$ cat config.mk
export PLATFORM = sky130hd
export DESIGN_NAME = clock_reconfig_sequencer
export DESIGN_NICKNAME = d
export VERILOG_FILES = /design/src/rtl/clock_reconfig_sequencer.sv
export SDC_FILE = /design/constraint.sdc
export NUM_CORES = 1
export LEC_CHECK = 0
export CORE_MARGIN = 5
export CORE_UTILIZATION = 30
export DETAILED_ROUTE_END_ITERATION = 8
export GPL_ROUTABILITY_DRIVEN = 0
export MAX_ROUTING_LAYER = met4
export PLACE_DENSITY_LB_ADDON = 0.3
export SLEW_MARGIN = 40
export SYNTH_ARGS = -nofsm -noshare
export SYNTH_HDL_FRONTEND = slang
export SYNTH_SLANG_ARGS = --single-unit
export TNS_END_PERCENT = 1
$ cat constraint.sdc
create_clock -name clk_usb -period 2.5 [get_ports clk_usb]
set_clock_uncertainty 0.2 [all_clocks]
set_input_delay 0.75 -clock clk_usb [delete_from_list [all_inputs] [get_ports clk_usb]]
set_output_delay 0.75 -clock clk_usb [all_outputs]
set_load 0.05 [all_outputs]
$ cat src/rtl/clock_reconfig_sequencer.sv
// Clock reconfiguration sequencer: gen DCM reprogram + lock, ADC DCM reset + lock, phase reload.
// Optional sticky lock monitor is built only when CLKSEQ_LOCKMON_EN is defined.
module clock_reconfig_sequencer #(
  parameter int         RST_CYCLES     = 8,
  parameter int         TIMEOUT_CYCLES = 65535,
  parameter logic [7:0] DEF_MUL        = 8'd2,
  parameter logic [7:0] DEF_DIV        = 8'd2
) (
  input  logic       clk_usb,
  input  logic       reset,
  input  logic       req_i,
  input  logic [2:0] new_adc_source_i,
  input  logic       new_gen_source_i,
  input  logic [7:0] new_mul_i,
  input  logic [7:0] new_div_i,
  input  logic [8:0] new_phase_i,
  output logic [2:0] clkadc_source_o,
  output logic       clkgen_source_o,
  output logic [7:0] clkgen_mul_o,
  output logic [7:0] clkgen_div_o,
  output logic [8:0] phase_requested_o,
  output logic       clkgen_reset_o,
  output logic       dcm_reset_o,
  output logic       clkgen_load_o,
  output logic       phase_load_o,
  input  logic       clkgen_done_i,
  input  logic       phase_done_i,
  input  logic       dcm_gen_locked_i,
  input  logic       dcm_adc_locked_i,
  output logic       busy_o,
  output logic       done_o,
  output logic       error_o,
  output logic [2:0] err_code_o,
  output logic       lock_lost_o,
  output logic [2:0] dbg_state
);
  localparam int CNT_MAX = (TIMEOUT_CYCLES > RST_CYCLES) ? TIMEOUT_CYCLES : RST_CYCLES;
  localparam int CW      = $clog2(CNT_MAX + 1);
  localparam logic [CW-1:0] TO_LAST  = CW'(TIMEOUT_CYCLES);
  localparam logic [CW-1:0] RST_LAST = CW'(RST_CYCLES - 1);
  localparam logic [CW-1:0] IGNORE   = CW'(2);

  typedef enum logic [2:0] {
    S_IDLE, S_GEN_RST, S_GEN_LOAD, S_GEN_LOCK, S_ADC_RST, S_ADC_LOCK, S_PHASE, S_FIN
  } state_t;

  state_t        state;
  logic [CW-1:0] cnt;
  logic [2:0]    cap_adc;
  logic [8:0]    cap_phase;

  assign dbg_state = state;

  // Handshake: req_i is a level sampled only in IDLE (busy requests are dropped);
  // done/lock inputs are levels, and cnt is the cycle index since entering the current state.
  always_ff @(posedge clk_usb) begin
    if (reset) begin
      state             <= S_IDLE;
      cnt               <= '0;
      cap_adc           <= '0;
      cap_phase         <= '0;
      clkadc_source_o   <= '0;
      clkgen_source_o   <= 1'b0;
      clkgen_mul_o      <= DEF_MUL;
      clkgen_div_o      <= DEF_DIV;
      phase_requested_o <= '0;
      clkgen_reset_o    <= 1'b0;
      dcm_reset_o       <= 1'b0;
      clkgen_load_o     <= 1'b0;
      phase_load_o      <= 1'b0;
      busy_o            <= 1'b0;
      done_o            <= 1'b0;
      error_o           <= 1'b0;
      err_code_o        <= '0;
    end else begin
      clkgen_load_o <= 1'b0;
      phase_load_o  <= 1'b0;
      done_o        <= 1'b0;
      cnt           <= cnt + CW'(1);
      case (state)
        S_IDLE: begin
          if (req_i) begin
            cap_adc         <= new_adc_source_i;
            cap_phase       <= new_phase_i;
            clkgen_source_o <= new_gen_source_i;
            clkgen_mul_o    <= new_mul_i;
            clkgen_div_o    <= new_div_i;
            clkgen_reset_o  <= 1'b1;
            busy_o          <= 1'b1;
            error_o         <= 1'b0;
            err_code_o      <= '0;
            cnt             <= '0;
            state           <= S_GEN_RST;
          end
        end
        S_GEN_RST: begin
          if (cnt == RST_LAST) begin
            clkgen_reset_o <= 1'b0;
            clkgen_load_o  <= 1'b1;
            cnt            <= '0;
            state          <= S_GEN_LOAD;
          end
        end
        S_GEN_LOAD: begin
          // The load engine needs two cycles before its done level is meaningful.
          if (cnt >= IGNORE && clkgen_done_i) begin
            cnt   <= '0;
            state <= S_GEN_LOCK;
          end else if (cnt == TO_LAST) begin
            error_o    <= 1'b1;
            err_code_o <= 3'd1;
            state      <= S_FIN;
          end
        end
        S_GEN_LOCK: begin
          if (dcm_gen_locked_i) begin
            clkadc_source_o <= cap_adc;
            dcm_reset_o     <= 1'b1;
            cnt             <= '0;
            state           <= S_ADC_RST;
          end else if (cnt == TO_LAST) begin
            error_o    <= 1'b1;
            err_code_o <= 3'd2;
            state      <= S_FIN;
          end
        end
        S_ADC_RST: begin
          if (cnt == RST_LAST) begin
            dcm_reset_o <= 1'b0;
            cnt         <= '0;
            state       <= S_ADC_LOCK;
          end
        end
        S_ADC_LOCK: begin
          if (dcm_adc_locked_i) begin
            phase_requested_o <= cap_phase;
            phase_load_o      <= 1'b1;
            cnt               <= '0;
            state             <= S_PHASE;
          end else if (cnt == TO_LAST) begin
            error_o    <= 1'b1;
            err_code_o <= 3'd3;
            state      <= S_FIN;
          end
        end
        S_PHASE: begin
          if (cnt >= IGNORE && phase_done_i) begin
            state <= S_FIN;
          end else if (cnt == TO_LAST) begin
            error_o    <= 1'b1;
            err_code_o <= 3'd4;
            state      <= S_FIN;
          end
        end
        S_FIN: begin
          busy_o <= 1'b0;
          done_o <= 1'b1;
          state  <= S_IDLE;
        end
        default: state <= S_IDLE;
      endcase
    end
  end

`ifdef CLKSEQ_LOCKMON_EN
  logic armed;

  // Armed only by a successful sequence; a failure disarms until the next success.
  always_ff @(posedge clk_usb) begin
    if (reset) begin
      armed       <= 1'b0;
      lock_lost_o <= 1'b0;
    end else begin
      if (state == S_FIN) armed <= ~error_o;
      if (state == S_IDLE && req_i) lock_lost_o <= 1'b0;
      else if (state == S_IDLE && armed && !(dcm_adc_locked_i && dcm_gen_locked_i)) lock_lost_o <= 1'b1;
    end
  end
`else
  assign lock_lost_o = 1'b0;
`endif

endmodule
==> summary.txt, run 1 <==
Status
  • Status: complete, no violations

Global routing
  • Vias in the first global route: 2659
  • Initial antenna violation count: 0
  • All-layer global routing usage: between 10% and 20%
  • Total congestion overflow: 0
  • First-pass GRT wire length: about 13000 um
  • Largest net degree at the start of global routing: 57

Worst setup path
  • Worst EP required: 1.55 ns
  • Worst path slowest cell: clkdlybuf4s50_1
  • Buf+Inv Stages, Crit Path: 1
  • Worst path arrival time: between 1 and 1.5 ns
  • Worst path top cell family by delay: buffers and inverters
  • CP max stage delay: 0.81 ns
  • Setup crit start kind: flip-flop
  • FF-to-FF End: cnt[5]
  • Crit. End Element: output port
  • Worst Reg-to-Reg Cells: 7
  • Crit-path max FO: 2
  • FF-to-FF Start: cnt[1]
  • R2R Setup Slk: roughly 0.32 ns
  • Cell chain of the critical path: clkdlybuf4s50_1
  • CP Class: flip-flop to output port

Cells and area
  • Inserted Diodes: 0
  • Nets@finish: roughly 480
  • Area Growth Syn to Fin: 42.37%
  • Share of cells above drive strength 1: a little over a tenth
  • Design Area, Final: between 0.004 and 0.005 sq mm

Die
  • Total core area: ~0.0097 sq mm
  • Die Span Y: between 100 and 150 um
  • Site Rows: 36
  • I/O pin cnt: between 70 and 80
  • Die outline width: roughly 110 um
  • Initial Util: between 30% and 40%
  • Die area: between 0.01 and 0.015 sq mm

Synthesis
  • Yosys cell types: between 50 and 60
  • Sequential share of the synthesized area: a little under half
  • Cells after Synth: between 300 and 400
  • Ys flop type: dfxtp_1
  • Average cell area after synthesis: between 8 and 9 sq um
  • Ys async rst share: 0%
  • Flip-flop and latch count after synthesis: 70
  • Cell type with the largest total area after synthesis: dfxtp_1
  • Synth area leaders: dfxtp_1 47%, nand2_1 11%, a21oi_1 6.7%, nor3_1 4.4%, xnor2_1 3.5%
  • Cell Area, Synth: 0.002985 sq mm
  • Yosys Warn Count: 0
  • Top-area cell type share of the netlist area: 46.94%
  • EDFF count, synth: 0
  • Post-Syn Nets: ~400

Timing
  • Worst-margin pin slew: 0.5380 ns
  • TNS Setup: 0 ns
  • Final Slew Violations: 0
  • Max Fclk: around 0.41 GHz
  • Tcrit/Tclk final: a little over nine tenths
  • RSZ-0062 raised after global routing: false
  • Relative slew slack: between 60% and 70%
  • Final setup viols: 0
  • Final hold vios: 0
  • Fin crit period: approximately 2.4 ns

Pwr
  • Worst VDD drop: a little under 0.3 mV
  • Leakage: approximately 1.7 nW
  • Total power per unit cell area: between 600 and 700 mW/mm^2

Route
  • Drt pass-1 iters: 4
  • Vias/cell: 4.629
  • DRC viols: 0
  • WL per Instance: between 10 and 15 um
  • Post-route ant nets: 0
  • Via count: 2680
  • Iter 0 DRT Violations: between 100 and 150
  • Final wirelength: 7806 um

Clock tree
  • # clock sinks: 70
  • Postcts setup bufs: 0
  • Clock Tree Buf Depth: 2
  • Num CTS Buffers: 9
  • H-Tree Depth: 3
  • Clk_lat worst skew: 0.34 ns
  • Root Buffer: clkbuf_8
  • Worst-path clk slew: approximately 0.09 ns
  • CTS tree: built

Hold path
  • Hold WC Path Type: flip-flop to flip-flop
  • Hold wc startpoint: cap_phase[0]
  • Hold path depth: 2
  • Hold Path Sink: phase_requested_o[0]

Placed design
  • I/O Buffers: 77
  • HPWL after DPL: roughly 5600 um
  • DP Area: between 0.003 and 0.004 sq mm

Flow run
  • Reported max-cap violation count: 0
[state kept, by name (all words and copies together) (netlist names), 3 cells and up]
register and cells:
cnt 16, cap_phase 9, phase_requested_o 9, clkgen_div_o 8, clkgen_mul_o 8, cap_adc 3, clkadc_source_o 3, dbg_state 3
err_code_o 3
[kinds of logic after synthesis]
| kind of cell | after synthesis | share of synthesized area (%) |
|---|---|---|
| adders and majority gates | 2 | 0.8381 |
| DFF | 70 | 46.94 |
| AOI/OAI and AO/OA | 70 | 14.88 |
| other | 1 | 0.1256 |
| muxes | 4 | 1.341 |
| and+or+nand+nor | 166 | 26.49 |
| buffers and inverters | 31 | 4.401 |
| xor gates and xnor gates | 17 | 4.987 |
[Yosys cell counts, types with 2 or more instances]
cell type  number
xor2_1          5
o21ai_0         7
nand2b_1        5
dfxtp_1        70
inv_1           7
and4_1          2
nand2_1        87
ha_1            2
nand3_1        10
and2_1          2
mux2i_1         4
nor2_1         16
buf_2           3
buf_4           3
o21ai_1         2
nor4_2          2
nand4_1         5
nor2b_1         2
a31oi_1         2
a21oi_1        40
clkbuf_1       16
xnor2_1        12
a211oi_1        2
nor3_1         26
buf_1           2
[how the worst max path moves through the flow]
stage,start,to,slack [ns],cells past startpoint
finish,phase_requested_o[1],phase_requested_o[1],0.06,1
global route,clkgen_div_o[7],clkgen_div_o[7],0.0003,1
CTS,phase_requested_o[7],phase_requested_o[7],0.008,1
detailed placement,phase_done_i,err_code_o[2],0.02,5
global placement,req_i,err_code_o[2],0.02,6
floorplan,dbg_state[1],err_code_o[0],0.24,6
[power by group]
part	switching, mW	internal [mW]
clock network	0.465	0.574
logic	0.231	0.166
registers	0.0268	1.16
[layout by cell type, fill, tap and decap left out, types with 6 or more instances in the layout]
master,synthesis,final
buf_4,3,16
nor3_1,26,26
o21ai_0,7,7
inv_1,7,7
nand3_1,10,10
dfxtp_1,70,70
buf_12,0,6
a21oi_1,40,40
dlymetal6s2s_1,0,13
xnor2_1,12,12
nand2_1,87,87
clkbuf_8,0,9
clkdlybuf4s50_1,0,56
nor2_1,16,16
[final cells by class]
type | count | area [sq um]
multi-input cells | 260 | 1453
repair buffers | 93 | 977.2
flip-flops and latches | 70 | 1401
fillers | 991 | 5479
clock inverters | 7 | 102.6
clock buffers | 9 | 123.9
well taps | 133 | 166.4
inverters | 7 | 26.28
[layer usage]
layer / track usage [%] / share of wire (%)
met2: 21.67 / 47
met1: 17.49 / 47
met3: 3.523 / 4.4
met5: - / 0
met4: 4.720 / 1.7
[metrics by stage]
step / hold slack, ns / total power [mW] / instances / setup slack, ns / utilization, %
final: 0.2415 / 2.618 / 579 / 0.05634 / 43.69
after global routing: 0.2740 / 2.747 / 579 / 0.0003333 / 43.69
after CTS: 0.2474 / 2.655 / 579 / 0.007535 / 43.35
after detailed placement: 0.2423 / 1.610 / 563 / 0.01700 / 41.04
after global placement: 0.2371 / 1.606 / 563 / 0.02431 / 41.04
after floorplan: 0.2322 / 1.435 / 361 / 0.2372 / -
[repair_timing]
| item | 4_1_cts | 5_1_grt |
|---|---|---|
| endpoints found under the setup margin | 1 | 13 |
| gates cloned | 0 | 0 |
| hold buffers | 0 | 0 |
| gates resized for setup | 1 | 13 |
No activity file was read; power rests on OpenSTA's default activity.
==> run 2, diff against run 1 <==
--- a/config.mk
+++ b/config.mk
@@ -10,7 +10,7 @@
 export DETAILED_ROUTE_END_ITERATION = 8
 export GPL_ROUTABILITY_DRIVEN = 0
 export MAX_ROUTING_LAYER = met4
-export PLACE_DENSITY_LB_ADDON = 0.3
+export PLACE_DENSITY = 0.53
 export SLEW_MARGIN = 40
 export SYNTH_ARGS = -nofsm -noshare
 export SYNTH_HDL_FRONTEND = slang
==> run 2 against run 1 <==
Cell count down 0.17%. Die area unchanged. Sequential cell count unchanged. Global-route usage is 0.060 points lower. Largest cell class unchanged. Power decreased by 7.3%. Core utilization is 0.35 points lower. Maximum frequency hardly changed. Sequential share of layout area grew 0.26 points. Sequential power about the same. Clock power decreased by 19%. Worst hold slack gained 0.014 ns.
==> summary.txt, run 2 (synthesis gave the netlist of run 1 again) <==
Status
  • Status: complete, no violations

Worst setup path
  • Setup crit start kind: flip-flop
  • Worst path slowest cell: clkdlybuf4s50_1
  • FF-to-FF Start: cnt[1]
  • Worst Reg-to-Reg Cells: 7 (unchanged)
  • Cell chain of the critical path: clkdlybuf4s50_1
  • CP max stage delay: 0.81 ns (about the same)
  • Worst EP required: 1.55 ns (about the same)
  • Crit-path max FO: 2 (unchanged)
  • Worst path top cell family by delay: buffers and inverters
  • FF-to-FF End: cnt[8]
  • Crit. End Element: output port
  • Worst path arrival time: 1.49 ns (about the same)
  • CP Class: flip-flop to output port
  • CP Depth: 1 (unchanged)
  • Buf+Inv Stages, Crit Path: 1 (unchanged)
  • R2R Setup Slk: 0.34 ns (+0.02 ns)

Cells and area
  • Most frequent cells in the layout: 87 x nand2_1, 70 x dfxtp_1, 52 x clkdlybuf4s50_1
  • Regs by FF count: cnt (16), cap_phase (9), phase_requested_o (9)
  • Share of cells above drive strength 1: 11.01% (+0.025 points)
  • Final core area utilization: 43.34% (-0.35 points)
  • Number of flip-flops in the largest register: 16 (unchanged)
  • Inserted Diodes: 0 (unchanged)
  • Nets@finish: 478 (-0.21%)
  • Design Area, Final: 0.004217 sq mm (-0.79%)
  • Area Growth Syn to Fin: 41.24%
  • Most common cell after layout, fill and taps aside: nand2_1
  • Non-filler instance count after layout: 578 (-0.17%)
  • Largest register by flop count: cnt

Timing
  • Fin crit period: 2.442 ns (-0.001267 ns)
  • RSZ-0062 raised after global routing: false
  • Worst-margin pin slew: 0.5231 ns (-0.01489 ns)
  • Tcrit/Tclk final: 97.70% (about the same)
  • Max Fclk: 0.4094 GHz (about the same)
  • Final Slew Violations: 0 (unchanged)
  • Final setup viols: 0 (unchanged)
  • TNS Setup: 0 ns (unchanged)
  • Relative slew slack: 65.07% (+0.99 points)
  • Final hold vios: 0 (unchanged)

Clock tree
  • # clock sinks: 70 (unchanged)
  • Clock Tree Buf Depth: 2 (unchanged)
  • Worst-path clk slew: 0.08 ns (about the same)
  • H-Tree Depth: 3 (unchanged)
  • Postcts setup bufs: 0 (unchanged)
  • Clk_lat worst skew: 0.34 ns (about the same)
  • Root Buffer: clkbuf_8
  • CTS tree: built
  • Num CTS Buffers: 9 (unchanged)
  • Post-CTS Hold Fix Bufs: 0 (unchanged)

Route
  • Iter 0 DRT Violations: 89 (-34%)
  • Vias/cell: 4.694 (+1.4%)
  • Via count: 2713 (+1.2%)
  • WL per Instance: 13.74 um (+1.9%)
  • DRC viols: 0 (unchanged)
  • Post-route ant nets: 0 (unchanged)
  • Final wirelength: 7942 um (+1.7%)
  • Drt pass-1 iters: 4 (unchanged)

Pwr
  • Worst VDD drop: 0.2460 mV (-16%)
  • Clock share of power: 34.9% (-4.8 points)
  • P_sw: 0.7137 mW (-1.2%)
  • Leakage: 1.769 nW (+1.4%)
  • Total power per unit cell area: 575.6 mW/mm^2 (-6.6%)
  • Switching portion of total power: 29.41% (+1.8 points)
  • Total power draw: 2.427 mW (-7.3%)
  • Total internal power: 1.713 mW (-9.6%)
  • Part of the power in registers: 48.7% (+3.5 points)
  • Share of total power in combinational logic: 16.4% (+1.3 points)

Die
  • Die area: 0.01205 sq mm (unchanged)
  • Total core area: 0.009729 sq mm (unchanged)
  • Die outline width: 109.8 um (unchanged)
  • I/O pin cnt: 79 (unchanged)
  • Site Rows: 36 (unchanged)
  • Initial Util: 30.68% (unchanged)
  • Die Span Y: 109.8 um (unchanged)

Flow run
  • Reported max-cap violation count: 0 (unchanged)

Hold path
  • Hold Path Sink: phase_requested_o[1]
  • Hold WC Path Type: flip-flop to flip-flop
  • Hold wc startpoint: cap_phase[1]
  • Hold path depth: 2 (unchanged)

Placed design
  • Placed cells: 562 (-0.18%)
  • HPWL after DPL: 5526 um (-1.7%)
  • DP Area: 0.003995 sq mm (about the same)
  • I/O Buffers: 77 (unchanged)

Global routing
  • Total congestion overflow: 0 (unchanged)
  • All-layer global routing usage: 13.82% (-0.060 points)
  • First-pass GRT wire length: 12670 um (-0.81%)
  • Largest net degree at the start of global routing: 57 (unchanged)
  • Initial antenna violation count: 0 (unchanged)
  • Vias in the first global route: 2553 (-4.0%)
-- run 2: worst max path at each step --
stage	start	slack, ns	to
2_1_floorplan	dbg_state[1]	0.24	err_code_o[0]
3_3_place_gp	req_i	0.02	err_code_o[2]
3_5_place_dp	req_i	0.02	err_code_o[2]
4_1_cts	phase_requested_o[1]	0.005	phase_requested_o[1]
5_1_grt	clkgen_div_o[4]	0.002	clkgen_div_o[4]
6_report	clkgen_div_o[4]	0.06	clkgen_div_o[4]
-- run 2: cell type report --
cell class | instances | area [sq um]
fill | 987 | 5513
multi-input combinational | 260 | 1453
sequential | 70 | 1401
timing repair buffer | 92 | 987.2
tap | 133 | 166.4
clock buffer | 10 | 137.6
clock inverter | 6 | 45.04
inverter | 7 | 26.28
-- run 2: tightest hold or removal path: stages (launching register included) --
cell	delay (ns)
dfxtp_1	0.31
nand2_1	0.05
a21oi_1	0.05
-- run 2: metal layers --
| metal | vias to the layer above | wire, um | track usage (%) |
|---|---|---|---|
| met5 | - | 0 | - |
| met4 | 0 | 116 | 5.699 |
| met3 | 10 | 336 | 2.466 |
| met2 | 66 | 3824 | 21.27 |
| met1 | 1253 | 3665 | 17.90 |
| li1 | 1384 | - | - |
-- run 2: power groups by stage --
stage	logic [mW]	clock network (mW)	registers (mW)
2_1_floorplan	0.143	0	1.29
3_3_place_gp	0.401	0	1.21
3_5_place_dp	0.403	0	1.21
4_1_cts	0.405	0.870	1.18
5_1_grt	0.430	0.936	1.19
6_report	0.399	0.846	1.18
-- run 2: what timing repair did --
action	CTS	global route
pin swaps	0	0
setup endpoints to repair	1	16
gates resized for setup	1	16
-- run 2: metrics by stage --
step / setup WS (ns) / hold WS [ns]
floorplan: 0.2372 / 0.2322
global placement: 0.01574 / 0.2366
detailed placement: 0.02296 / 0.2468
CTS: 0.004642 / 0.2580
global route: 0.001674 / 0.2645
finish: 0.05761 / 0.2558
==> run 3, diff against run 2 <==
--- a/config.mk
+++ b/config.mk
@@ -11,7 +11,7 @@
 export GPL_ROUTABILITY_DRIVEN = 0
 export MAX_ROUTING_LAYER = met4
 export PLACE_DENSITY = 0.53
-export SLEW_MARGIN = 40
+export SLEW_MARGIN = 20
 export SYNTH_ARGS = -nofsm -noshare
 export SYNTH_HDL_FRONTEND = slang
 export SYNTH_SLANG_ARGS = --single-unit
==> results of run 3 <==
Final layout, timing and power as in run 2 (identical DEF).
